## src/rtl/uop_fill.sv

```systemverilog
`default_nettype none
// +--------------------------------------------------------------------------+
// | Module   : uop_fill                                                      |
// | Purpose  : Write-side engine of the uop buffer. Packs up to two decoded  |
// |            instructions per cycle into bundle pairs, writes them into a  |
// |            ring at a wrapping address, tracks occupancy against the      |
// |            fetch consume strobe and back-pressures decode when full.     |
// | Option   : UOP_FILL_PACK_EN - enables the hold register, pairing of      |
// |            lone instructions across beats, flush and idle timeout.       |
// |            Undefined: every accepted beat writes {in_1, in_2 or NOP}.    |
// | Revision : 1.0 - initial release                                         |
// +--------------------------------------------------------------------------+
module uop_fill #(
    parameter int UOP_BUF_SIZE  = 16,
    parameter int FLUSH_TIMEOUT = 4,
    parameter int INSTR_W       = 32
) (
    input  logic                            clk,
    input  logic                            reset,
    input  logic                            clear,
    input  logic                            prev_valid,
    input  logic                            in1_valid,
    input  logic                            in2_valid,
    input  logic [INSTR_W-1:0]              in_1,
    input  logic [INSTR_W-1:0]              in_2,
    input  logic                            flush,
    output logic                            stalled,
    input  logic                            rd_consume,
    output logic                            wr_en,
    output logic [$clog2(UOP_BUF_SIZE)-1:0] wr_addr,
    output logic [2*INSTR_W-1:0]            wr_data,
    output logic [$clog2(UOP_BUF_SIZE):0]   count,
    output logic                            full,
    output logic                            empty
);

    localparam int                  c_aw    = $clog2(UOP_BUF_SIZE);
    localparam int                  c_cw    = c_aw + 1;
    localparam logic [c_cw-1:0]     c_depth = c_cw'(UOP_BUF_SIZE);
    localparam logic [INSTR_W-1:0]  c_nop   = '0;

    logic                   w_beat;
    logic                   w_space;
    logic                   w_dec;
    logic                   w_accept;
    logic                   w_wr;
    logic [2*INSTR_W-1:0]   w_wr_data;

    logic                   r_wr_en;
    logic [c_aw-1:0]        r_wr_addr;
    logic [2*INSTR_W-1:0]   r_wr_data;
    logic [c_cw-1:0]        r_count;

    assign w_beat  = prev_valid;
    // A consume on this edge frees a slot, so a write may go in even at full.
    assign w_space = (r_count < c_depth) || rd_consume;
    // A consume while the ring is empty has nothing to retire.
    assign w_dec   = rd_consume && (r_count != '0);

`ifdef UOP_FILL_PACK_EN
    localparam int              c_iw      = $clog2(FLUSH_TIMEOUT + 1);
    localparam logic [c_iw-1:0] c_timeout = c_iw'(FLUSH_TIMEOUT);

    logic                   r_hold_v;
    logic [INSTR_W-1:0]     r_hold_q;
    logic [c_iw-1:0]        r_idle;
    logic                   w_hold_v;
    logic [INSTR_W-1:0]     w_hold_q;
    logic [1:0]             w_n;
    logic [1:0]             w_total;
    logic                   w_expire;

    assign w_n      = w_beat ? ({1'b0, in1_valid} + {1'b0, in2_valid}) : 2'd0;
    assign w_total  = w_n + {1'b0, r_hold_v};
    assign w_expire = flush || (r_idle == c_timeout);

    // Decide accept/write/hold for this cycle; oldest instruction is always the held one.
    always_comb begin
        w_accept  = 1'b0;
        w_wr      = 1'b0;
        w_wr_data = '0;
        w_hold_v  = r_hold_v;
        w_hold_q  = r_hold_q;
        if (!clear) begin
            if (w_total >= 2'd2) begin
                if (w_space) begin
                    w_accept  = 1'b1;
                    w_wr      = 1'b1;
                    w_wr_data = r_hold_v ? {r_hold_q, in_1} : {in_1, in_2};
                    // Three candidates: the youngest (in_2) waits for a partner.
                    w_hold_v  = (w_total == 2'd3);
                    if (w_total == 2'd3) begin
                        w_hold_q = in_2;
                    end
                end
            end else if (w_n == 2'd1) begin
                // Hold register is empty here; park the lone instruction or push it out.
                if (!flush) begin
                    w_accept = 1'b1;
                    w_hold_v = 1'b1;
                    w_hold_q = in_1;
                end else if (w_space) begin
                    w_accept  = 1'b1;
                    w_wr      = 1'b1;
                    w_wr_data = {in_1, c_nop};
                end
            end else begin
                // No instructions arriving: an empty beat is trivially taken.
                w_accept = w_beat;
                if (r_hold_v && w_expire && w_space) begin
                    w_wr      = 1'b1;
                    w_wr_data = {r_hold_q, c_nop};
                    w_hold_v  = 1'b0;
                end
            end
        end
    end

    // Hold register and idle counter; the counter only runs while something is held.
    always_ff @(posedge clk or negedge reset) begin
        if (!reset) begin
            r_hold_v <= 1'b0;
            r_hold_q <= '0;
            r_idle   <= '0;
        end else if (clear) begin
            r_hold_v <= 1'b0;
            r_idle   <= '0;
        end else begin
            r_hold_v <= w_hold_v;
            r_hold_q <= w_hold_q;
            if (!r_hold_v || w_beat) begin
                r_idle <= '0;
            end else if (r_idle != c_timeout) begin
                r_idle <= r_idle + c_iw'(1);
            end
        end
    end
`else
    // flush and the timeout have no meaning without a hold register.
    logic w_unused;
    assign w_unused = flush ^ (FLUSH_TIMEOUT > 0);

    // One bundle per accepted beat, empty second slot padded with NOP.
    always_comb begin
        w_accept  = w_beat && w_space && !clear;
        w_wr      = w_accept && in1_valid;
        w_wr_data = {in_1, (in2_valid ? in_2 : c_nop)};
    end
`endif

    // Decode holds whenever its beat is not taken, including during clear.
    assign stalled = w_beat && !w_accept;

    // Registered write port and occupancy; the slot is reserved at decision time.
    always_ff @(posedge clk or negedge reset) begin
        if (!reset) begin
            r_wr_en   <= 1'b0;
            r_wr_addr <= '0;
            r_wr_data <= '0;
            r_count   <= '0;
        end else if (clear) begin
            r_wr_en   <= 1'b0;
            r_wr_addr <= '0;
            r_count   <= '0;
        end else begin
            r_wr_en   <= w_wr;
            // Advance past the address just written; power-of-two depth wraps naturally.
            r_wr_addr <= r_wr_addr + c_aw'(r_wr_en);
            if (w_wr) begin
                r_wr_data <= w_wr_data;
            end
            r_count   <= r_count + c_cw'(w_wr) - c_cw'(w_dec);
        end
    end

    assign wr_en   = r_wr_en;
    assign wr_addr = r_wr_addr;
    assign wr_data = r_wr_data;
    assign count   = r_count;
    assign full    = (r_count == c_depth);
    assign empty   = (r_count == '0);

endmodule
`default_nettype wire

```

## config.mk

```make
export PLATFORM = sky130hd
export DESIGN_NAME = uop_fill
export DESIGN_NICKNAME = d
export VERILOG_FILES = /design/src/rtl/uop_fill.sv
export SDC_FILE = /design/constraint.sdc
export NUM_CORES = 1
export LEC_CHECK = 0
export CAP_MARGIN = 30
export CORE_MARGIN = 8
export CORE_UTILIZATION = 35
export CTS_BUF_LIST = sky130_fd_sc_hd__clkbuf_2
export CTS_CLUSTER_SIZE = 28
export DETAILED_ROUTE_END_ITERATION = 8
export PLACE_DENSITY = 0.81
export SLEW_MARGIN = 20
export SYNTH_ARGS = -nofsm -noshare
export SYNTH_HDL_FRONTEND = slang
export SYNTH_SLANG_ARGS = --single-unit
```

## constraint.sdc

```tcl
create_clock -name clk -period 3.3 [get_ports clk]
set_input_delay 0.825 -clock clk [delete_from_list [all_inputs] [get_ports clk]]
set_output_delay 0.825 -clock clk [all_outputs]
set_load 0.005 [all_outputs]
```

---- Yosys cells after proc, flatten, opt, wreduce, memory -nomap -nowiden ----
Index checks and enable logic that the tools add are counted.
word-level totals
  register bits ........................... 74
  bits in latches ......................... 0
  RAM bits ................................ 0
  ROM bits ................................ 0
  input port bits ......................... 72
  output and inout bits ................... 77
  logic and storage cells ................. 25
  memories kept ........................... 0
cells by class
  add/subtract/negate cells ............... 3
  $mul .................................... 0
  divide/modulo/power cells ............... 0
  order comparisons ....................... 1
  equality and inequality tests ........... 1
  shift operators ......................... 0
  muxes and demuxes ....................... 4
  bitwise operators ....................... 1
  reduce and logical (&&, ||, !) cells .... 11
operators with widths
  kind                                        number
  2-to-1 mux 32 bit                           1
  adder 5 x 1 -> 5 bit                        1
  equality test 5 bit, second input constant  1
  logical AND 1 bit                           5
  zero test 5 bit                             1
  < comparator 5 bit, second input constant   1
  2-to-1 mux 5 bit                            1
  nonzero test 5 bit                          1
  subtractor 5 x 1 -> 5 bit                   1
  adder 4 x 1 -> 4 bit                        1
  2-to-1 mux 4 bit                            1
  zero test 1 bit                             2
  AND reduction 2 bit                         1
  logical OR 1 bit                            1
  2-to-1 mux 1 bit                            1
  NOT 1 bit                                   1

---- Longest topological paths before layout ----
Gate-level depths: netlist (run 1).
  depth in word-level cells ............... 8
  gate-level depth with buffers ........... 12
  mapped depth without buffers ............ 12

---- Worst setup path before layout (run 1) ----
No wires, ideal clock.
  path type ............................... input port to flip-flop
  start ................................... in clear
  end ..................................... reg r_count[4] (netlist: count[4])
  setup time .............................. 83 ps
  data arrival time ....................... 2784 ps
  data required time ...................... 3217 ps
  slack ................................... 433 ps
  cell stages on the path ................. 12
  path buffers ............................ 2
  path through ............................ inv_1 > o2111ai_2 > buf_6 > buf_6 > ha_1 > inv_1 > ha_1 > inv_1 > fa_1 > nand2b_1 > a2111o_1 > o21ai_0
on the way
  longest elaborated chain between the ends .. 6
RTL lines
  item                       line  text
  from (decl)                20    input logic clear,
  zero test 1 bit            145   w_accept = w_beat && w_space && !clear;
  logical AND 1 bit          145
  logical AND 1 bit          146   w_wr = w_accept && in1_valid;
  adder 5 x 1 -> 5 bit       172   r_count <= r_count + c_cw'(w_wr) - c_cw'(w_dec);
  subtractor 5 x 1 -> 5 bit  172
  2-to-1 mux 5 bit *         161   end else if (clear) begin
  to (signal assigned)       172
  to (decl)                  52    logic [c_cw-1:0] r_count;
Every way passes the cells marked *; elsewhere a longest branch is shown, timed or not.
A chain may end at the register's enable or synchronous reset.

---- Worst setup path after layout (run 1) ----
  start ................................... reg r_count[3] (netlist: count[3])
  end ..................................... out empty
on the way
  longest elaborated chain between the ends .. 1
RTL lines
  item             line  text
  zero test 5 bit  181   assign empty = (r_count == '0);
  to (decl)        34    output logic empty
No other way between the ends.

==> results of run 1 <==
## flip-flops by register name, indices dropped and copies added (netlist names)
signal   count
count        5
wr_data     64
wr_addr      4
wr_en        1
## worst max-delay path by stage
stage               end  slack [ns]
2_1_floorplan  count[4]        0.43
6_report          empty        0.27
4_1_cts           empty        0.19
3_3_place_gp   count[4]        0.20
3_5_place_dp   count[4]        0.15
5_1_grt           empty        0.05
## through the flow
step | cells | util [%] | cell area (um^2) | hold WS [ns]
2_1_floorplan | 263 | - | 3217 | 0.4889
3_3_place_gp | 513 | 52.60 | 4768 | 0.4726
3_5_place_dp | 513 | 52.60 | 4768 | 0.4835
4_1_cts | 528 | 54.27 | 4920 | 0.4235
5_1_grt | 530 | 54.88 | 4975 | 0.1448
6_report | 530 | 54.88 | 4975 | 0.2034
## power by group through the flow
stage               Clock (mW)  Sequential (mW)  Combinational (mW)
finish                   0.645             1.30                1.19
global placement             0             1.31                1.17
detailed placement           0             1.32                1.20
global route             0.707             1.34                1.30
floorplan                    0             1.33               0.423
CTS                      0.669             1.30                1.21
## area by class of cell
type                    instances  area (um^2)
flip-flops and latches         74         1852
clock inverters                 6        106.4
repair buffers                152         1546
inverters                      42        157.7
clock buffers                   9        45.04
fillers                       763         4090
multi-input cells             136         1129
well taps                     111        138.9
## kinds of logic after synthesis
group           after synthesis
xor+xnor                      4
buf+inv                      53
mux                          64
fa+ha+maj                     9
flops                        74
compound gates                8
simple gates                 51
## layer usage
metal / part of all wire, % / track usage [%] / vias to the layer above
li1: - / - / 1139
met1: 41 / 14.85 / 1152
met2: 47 / 22.17 / 96
met3: 10 / 7.089 / 13
met4: 1.7 / 5.469 / 0
met5: 0 / 0 / -
## worst max-delay path, delay by kind of cell (launching register included)
family | cells | cell delay, ns
AND/OR/NAND/NOR | 1 | 0.40
buffers and inverters | 2 | 0.70
flip-flops | 1 | 0.44
adder cells (fa/ha/maj) | 1 | 0.18
## cell usage after synthesis, drive strengths merged
cell type  count
dfrtp         74
fa             1
o21ai          1
a31o           1
clkbuf         4
nand2b         2
xnor2          2
a21oi          4
nor4b          2
nor2b          5
a2111o         1
xor2           2
nor2           7
mux2i         32
nand3          2
ha             8
nand2         33
inv           42
buf            7
o2111ai        1
mux2          32
==> run metrics, run 1 <==
status finished, final reports clean; HP Class in -> async; Die Wd 111.9 um; Final WS setup 0.2697 ns; Period Utilization, post-route 91.83%; Critical Path Start count[3]; worst r2r dst count[4]; Adder-Cell Fraction of Synth Area 3.734%; synthesis-stage register bit count 74; Initial DRT Pass Iterations 4; Synth cell types 25; vias in the first global route 2737; Data required, critical path 2.47 ns; global-route wire length before repair 13730 um; commonest non-fill, non-tap cells in the layout clkdlybuf4s50_1, dfrtp_1, inv_1; vias 2400; CP peak stage delay 0.61 ns; crit path DAT 2.21 ns; RSZ-0062 raised after global routing false; PwrDens 629.8 nW/um^2; simple-gate share of the synthesized area 6.884%; Place WS 0.1523 ns; Yosys Warn Count 0; CP Launch Type register; Clk pin slew, worst setup/hold paths 0.20 ns; syn nets 344; most common cell after layout, fill and taps aside clkdlybuf4s50_1; worst slew pin tran 0.4524 ns; most area-consuming cells after synthesis dfrtp_1, mux2i_1, mux2_2; worst-path cell chain inv_1 > ha_1 > nor4b_1 > clkdlybuf4s50_1; Internal 2.237 mW; die area 12510 um^2; Initial Utilization 35.49%; sequential share of the synthesized area 57.57%; Leak 2.391 nW; Netlist Area Pre-Place roughly 3200 um^2; final WL around 8400 um; critical path class reg -> out; HPWL Detailed 6192 um; Slew Viols, Final 0; Slew headroom 69.42%; Synth area leader dfrtp_1; clock power share approximately a fifth; max_cap viols 0; drt first-iter violations 58; Crit Path Max Fanout 3; max frequency 330.0 MHz; Layout Nets ~500; largest net degree at the start of global routing 75; Core Rows 35; CTS tree done; Sw Ratio 28.61%; slowest CP cell clkdlybuf4s50_1; antenna violations before repair 0; H-tree depth 3; IO buf count approximately 150; Die Height ~110 um; DRC 0; n_diodes 0; Post-CTS Hold Fix Bufs 0; Post-CTS Resized 0; core area about 9100 um^2; Tmin final 3.030 ns; Synth Area in XOR/XNOR 1.089%; Final setup viols 0; top cell type's share of synthesized area 57.57%; post-synthesis average cell area 12.23 um^2; mux cell area share after synthesis 21.16%; clock skew 0.03193 ns; Critical Path Sink Type primary output; Clock Path Buffers 2; clk_lat worst skew 0.52 ns; combinational share of power 37.9%; Post-CTS Setup Inserts 0; Overall Power 3.133 mW; I/O pin total between 100 and 150; R2R depth 12; post-synthesis compound-gate area fraction 1.867%; layout cell share with drive strength beyond 1 11.69%; Seq pwr share 41.5%; largest family of logic cells by synthesized area multiplexers; Critical R2R Launch count[3]; total net switching power 0.8964 mW; final setup TNS 0 ns; CTS buffer count 9; VDD IR max 0.2877 mV; All-Layer GR Usage between 10% and 20%; Syn Inst Count 263; FF-to-FF setup slack 0.47 ns; Final Hold Vio Count 0; clock sinks 74; GR Overflow Total 0; Synth-to-Final Area Change 54.65%; Post-DRT Antenna Nets 0; vias per cell roughly 4.5; Wirelength per Cell 15.85 um; GP Congestion 0.7883; root buffer cell clkbuf_2
Note: power is estimated with default switching activity, not from simulation.
==> run 2: changes to the inputs <==
--- a/config.mk
+++ b/config.mk
@@ -12,6 +12,7 @@
 export CTS_CLUSTER_SIZE = 28
 export DETAILED_ROUTE_END_ITERATION = 8
 export PLACE_DENSITY = 0.81
+export SETUP_SLACK_MARGIN = 0.5
 export SLEW_MARGIN = 20
 export SYNTH_ARGS = -nofsm -noshare
 export SYNTH_HDL_FRONTEND = slang
==> run metrics, run 2 (same netlist as run 1, synthesis figures left out) <==
GP Congestion 0.7646 (-3.0%); IO buf count 147 (unchanged); clock skew 0.02340 ns (-0.008525 ns); Internal 2.116 mW (-5.4%); layout cell share with drive strength beyond 1 13.24% (+1.5 points); Core Rows 35 (unchanged); die area 12510 um^2 (unchanged); DRC 0 (unchanged); Period Utilization, post-route 81.14% (-11 points); clock power share 16.5% (-4.1 points); global-route wire length before repair 13680 um (-0.36%); largest net degree at the start of global routing 75 (unchanged); max frequency 373.5 MHz (+13%); Tmin final 2.678 ns (-0.3527 ns); Clock Path Buffers 2 (unchanged); CP delay by family, top buffers and inverters; PwrDens 611.1 nW/um^2 (-3.0%); Post-DRT Antenna Nets 0 (unchanged); Leak 2.407 nW (+0.63%); Final WS setup 0.6224 ns (+0.3527 ns); Layout Nets 499 (+0.60%); Place WS 0.2298 ns (+0.07755 ns); Initial Utilization 35.49% (unchanged); GR Overflow Total 0 (unchanged); drt first-iter violations 48 (-17%); Buf/Inv on CP 3 (+1); Initial DRT Pass Iterations 4 (unchanged); slowest CP cell clkdlybuf4s50_1; Crit Path Max Fanout 2 (-1); Die Height 111.9 um (unchanged); All-Layer GR Usage 13.57% (-0.12 points); n_diodes 0 (unchanged); worst-path cell chain dlygate4sd2_1 > inv_1 > a21oi_1 > nor2b_1 > clkdlybuf4s50_1; max_cap viols 0 (unchanged); clock sinks 74 (unchanged); VDD IR max 0.2285 mV (-21%); final WL 8329 um (-0.85%); Data required, critical path 2.47 ns (about the same); combinational share of power 40.6% (+2.7 points); vias in the first global route 2702 (-1.3%); core area 9065 um^2 (unchanged); Wirelength per Cell 15.60 um (-1.6%); I/O pin total 149 (unchanged); CTS buffer count 9 (unchanged); vias 2414 (+0.58%); HP Class in -> async; Critical Path Sink Type primary output; antenna violations before repair 0 (unchanged); worst slew pin tran 0.4766 ns (+0.02425 ns); Slew headroom 68.22% (-1.2 points); root buffer cell clkbuf_2; Post-CTS Hold Fix Bufs 0 (unchanged); HPWL Detailed 6101 um (-1.5%); Clk pin slew, worst setup/hold paths 0.21 ns (about the same); max FFs per register 64 (unchanged); CTS tree done; Sw Ratio 30.24% (+1.6 points); Final setup viols 0 (unchanged); Overall Power 3.033 mW (-3.2%); clk_lat worst skew 0.49 ns (-0.03 ns); Die Wd 111.9 um (unchanged); vias per cell 4.521 (-0.17%); RSZ-0062 raised after global routing false; Seq pwr share 42.9% (+1.4 points); most common cell after layout, fill and taps aside clkdlybuf4s50_1; CP peak stage delay 0.51 ns (-0.10 ns); Synth-to-Final Area Change 54.26%; Final Hold Vio Count 0 (unchanged); final setup TNS 0 ns (unchanged); commonest non-fill, non-tap cells in the layout clkdlybuf4s50_1, dfrtp_1, inv_1; Slew Viols, Final 0 (unchanged); CP Launch Type input port; H-tree depth 3 (unchanged); status finished, final reports clean; critical path class in -> out; crit path DAT 1.85 ns (-0.36 ns); total net switching power 0.9170 mW (+2.3%)
==> run 2: changes by cell type in the layout (fill, tap and decap cells not counted), moves of 2 or more <==
cell	delta
buf_4	+2
bufinv_16	-2
clkdlybuf4s50_1	-5
clkbuf_2	+2
dlygate4sd2_1	+5
==> run 2: worst paths after layout <==
check	startpoint	end	slack, ns	cells past startpoint
setup / recovery	rd_consume	stalled	0.62	5
hold / removal	reset	wr_addr[3]	0.26	1
max in group asynchronous	reset	wr_data[30]	2.46	2
setup reg to reg	count[2]	count[4]	0.70	12
min in group clk	wr_data[60]	wr_data[60]	0.52	1
hold reg to reg	wr_data[60]	wr_data[60]	0.52	1
==> run 2: layout make-up <==
cell class,count,area (um^2)
clock buffers,11,55.05
clock inverters,5,55.05
fillers,772,4103
inverters,42,157.7
multi-input cells,136,1145
flip-flops and latches,74,1852
well taps,111,138.9
repair buffers,155,1559
==> run 2: metrics by stage <==
step / std cells / area (um^2) / hold WS, ns / utilization (%)
finish: 534 / 4962 / 0.2585 / 54.74
global route: 534 / 4962 / 0.2383 / 54.74
CTS: 532 / 4915 / 0.4323 / 54.22
detailed placement: 513 / 4778 / 0.4845 / 52.71
global placement: 513 / 4778 / 0.4729 / 52.71
floorplan: 263 / 3231 / 0.4889 / -
==> run 2: routing by layer <==
layer / wire (um) / part of all wire (%) / GRT usage [%]
met1: 3281 / 39 / 14.66
met2: 4058 / 49 / 22.46
met3: 859 / 10 / 6.494
met4: 129 / 1.5 / 5.378
met5: 0 / 0 / 0
==> run 2: what timing repair did <==
action	CTS	global route
resized for setup	7	0
buffers inserted	3	0
setup endpoints to repair	3	0
endpoints found under the hold margin	0	0
==> run 2: power by group through the flow <==
stage	clock (mW)	sequential (mW)	combinational, mW
floorplan	0	1.33	0.441
global placement	0	1.31	1.18
detailed placement	0	1.32	1.23
CTS	0.523	1.30	1.25
global route	0.558	1.34	1.34
finish	0.501	1.30	1.23
==> patch: new RTL, config.mk and constraints of run 1 <==
Register the output `count` once more, without a reset; this adds one clock of latency there. The other outputs are not delayed to match.
--- a/src/rtl/uop_fill.sv
+++ b/src/rtl/uop_fill.sv
@@ -177,5 +177,7 @@
     assign wr_addr = r_wr_addr;
     assign wr_data = r_wr_data;
-    assign count   = r_count;
+    always_ff @(posedge clk) begin
+        count <= r_count;
+    end
     assign full    = (r_count == c_depth);
     assign empty   = (r_count == '0);
Formal check against the unedited RTL: not equivalent (a bounded check fails within 4 cycles, from zero or initial values and one cycle with reset low).
==> patch against run 1 <==
  * Via count increased by 1.3%
  * Design area increased by 1.2%
  * Clock power decreased by 18%
  * Wire length decreased by 2.6%
  * Synthesized area increased by 3.3%
  * Register-to-register slack improved by 0.03 ns
  * Critical path depth unchanged
  * Die area increased by 2.9%
  * Maximum frequency increased by 1.6%
  * Power increased by 0.22%
  * Synthesized cell count increased by 2.7%
  * Core utilization decreased by 0.38 points
  * Setup slack improved by 0.048 ns
  * Sequential cell count increased by 5
==> patch: results (changes against run 1) <==
- Status: finished clean
- Top cells by count, synth: dfrtp_1 (74), inv_1 (43), nand2_1 (33), mux2i_1 (32), mux2_2 (26)
- Largest stage delay, worst path: 0.58 ns (-0.03 ns)
- Non-clock buffer share: 0.300 (-0.0107)
- Layout Nets: 502 (+1.2%)
- Vias in the first global route: 2728 (-0.33%)
- Placed Cells: 538 (+4.9%)
- DP Wirelength: 6.14 mm (-0.80%)
- Xor-xnor portion of the synthesized cell area: 0.0105 (-0.000353)
- Sequential share of cell area: 0.388 (+0.0153)
- Placed Area: 0.00490 mm² (+2.7%)
- Mapped Nets: 351 (+2.0%)
- Syn Inst Count: 270 (+2.7%)
- DRT iter0 DRCs: 72 (+24%)
- Leakage Power: 2.41 nW (+0.94%)
- Total GRT Usage: 0.129 (-0.00834)
- Clock transition at path regs: 0.24 ns (+0.04 ns)
- Start point of the critical path: r_count[3]$_DFF_PN0_
- Fraction of area in multi-input gates: 0.224 (-0.00276)
- Placer Congestion: 0.760 (-3.6%)
- Layout area overhead: 51.5%
- Final Non-Filler Cells: 555 (+4.7%)
- R2R setup slack: 0.50 ns (+0.03 ns)
- Post-synth ARST share: 0.937 (-0.0633)
- Routed via count: 2431 (+1.3%)
- Fmax: 0.335 GHz (+1.6%)
- Layout cells sized above 1: 0.115 (-0.00192)
- Inverters: 44 (+4.8%)
-- patch: report_power, final --
group / leakage [nW] / switching [W] / internal [W]
Combinational: 1.39 / 0.000443 / 0.000776
Sequential: 0.959 / 0.000150 / 0.00124
Clock: 0.0699 / 0.000354 / 0.000177
-- patch: kinds of logic (layout without fill, tap and decap cells) --
| logic type | Yosys count | count (layout) |
|---|---|---|
| AOI/OAI and AO/OA | 8 | 8 |
| xor gates and xnor gates | 4 | 4 |
| adders and majority gates | 9 | 9 |
| buffers and inverters | 55 | 211 |
| DFF | 79 | 79 |
| muxes | 64 | 64 |
| and+or+nand+nor | 51 | 51 |
-- patch: worst max-delay path, delay by kind of cell (launching register included) --
kind                     cells  cell delay [ns]
flip-flops                   1             0.48
buffers and inverters        2             0.67
adder cells (fa/ha/maj)      1             0.16
AND/OR/NAND/NOR              1             0.35
-- patch: layer usage --
metal  track usage  up-vias  wire length, µm
li1              -     1159                -
met1         0.141     1167             3320
met2         0.218       94             4010
met3        0.0555       11              752
met4        0.0453        0               99
met5             0        -                0
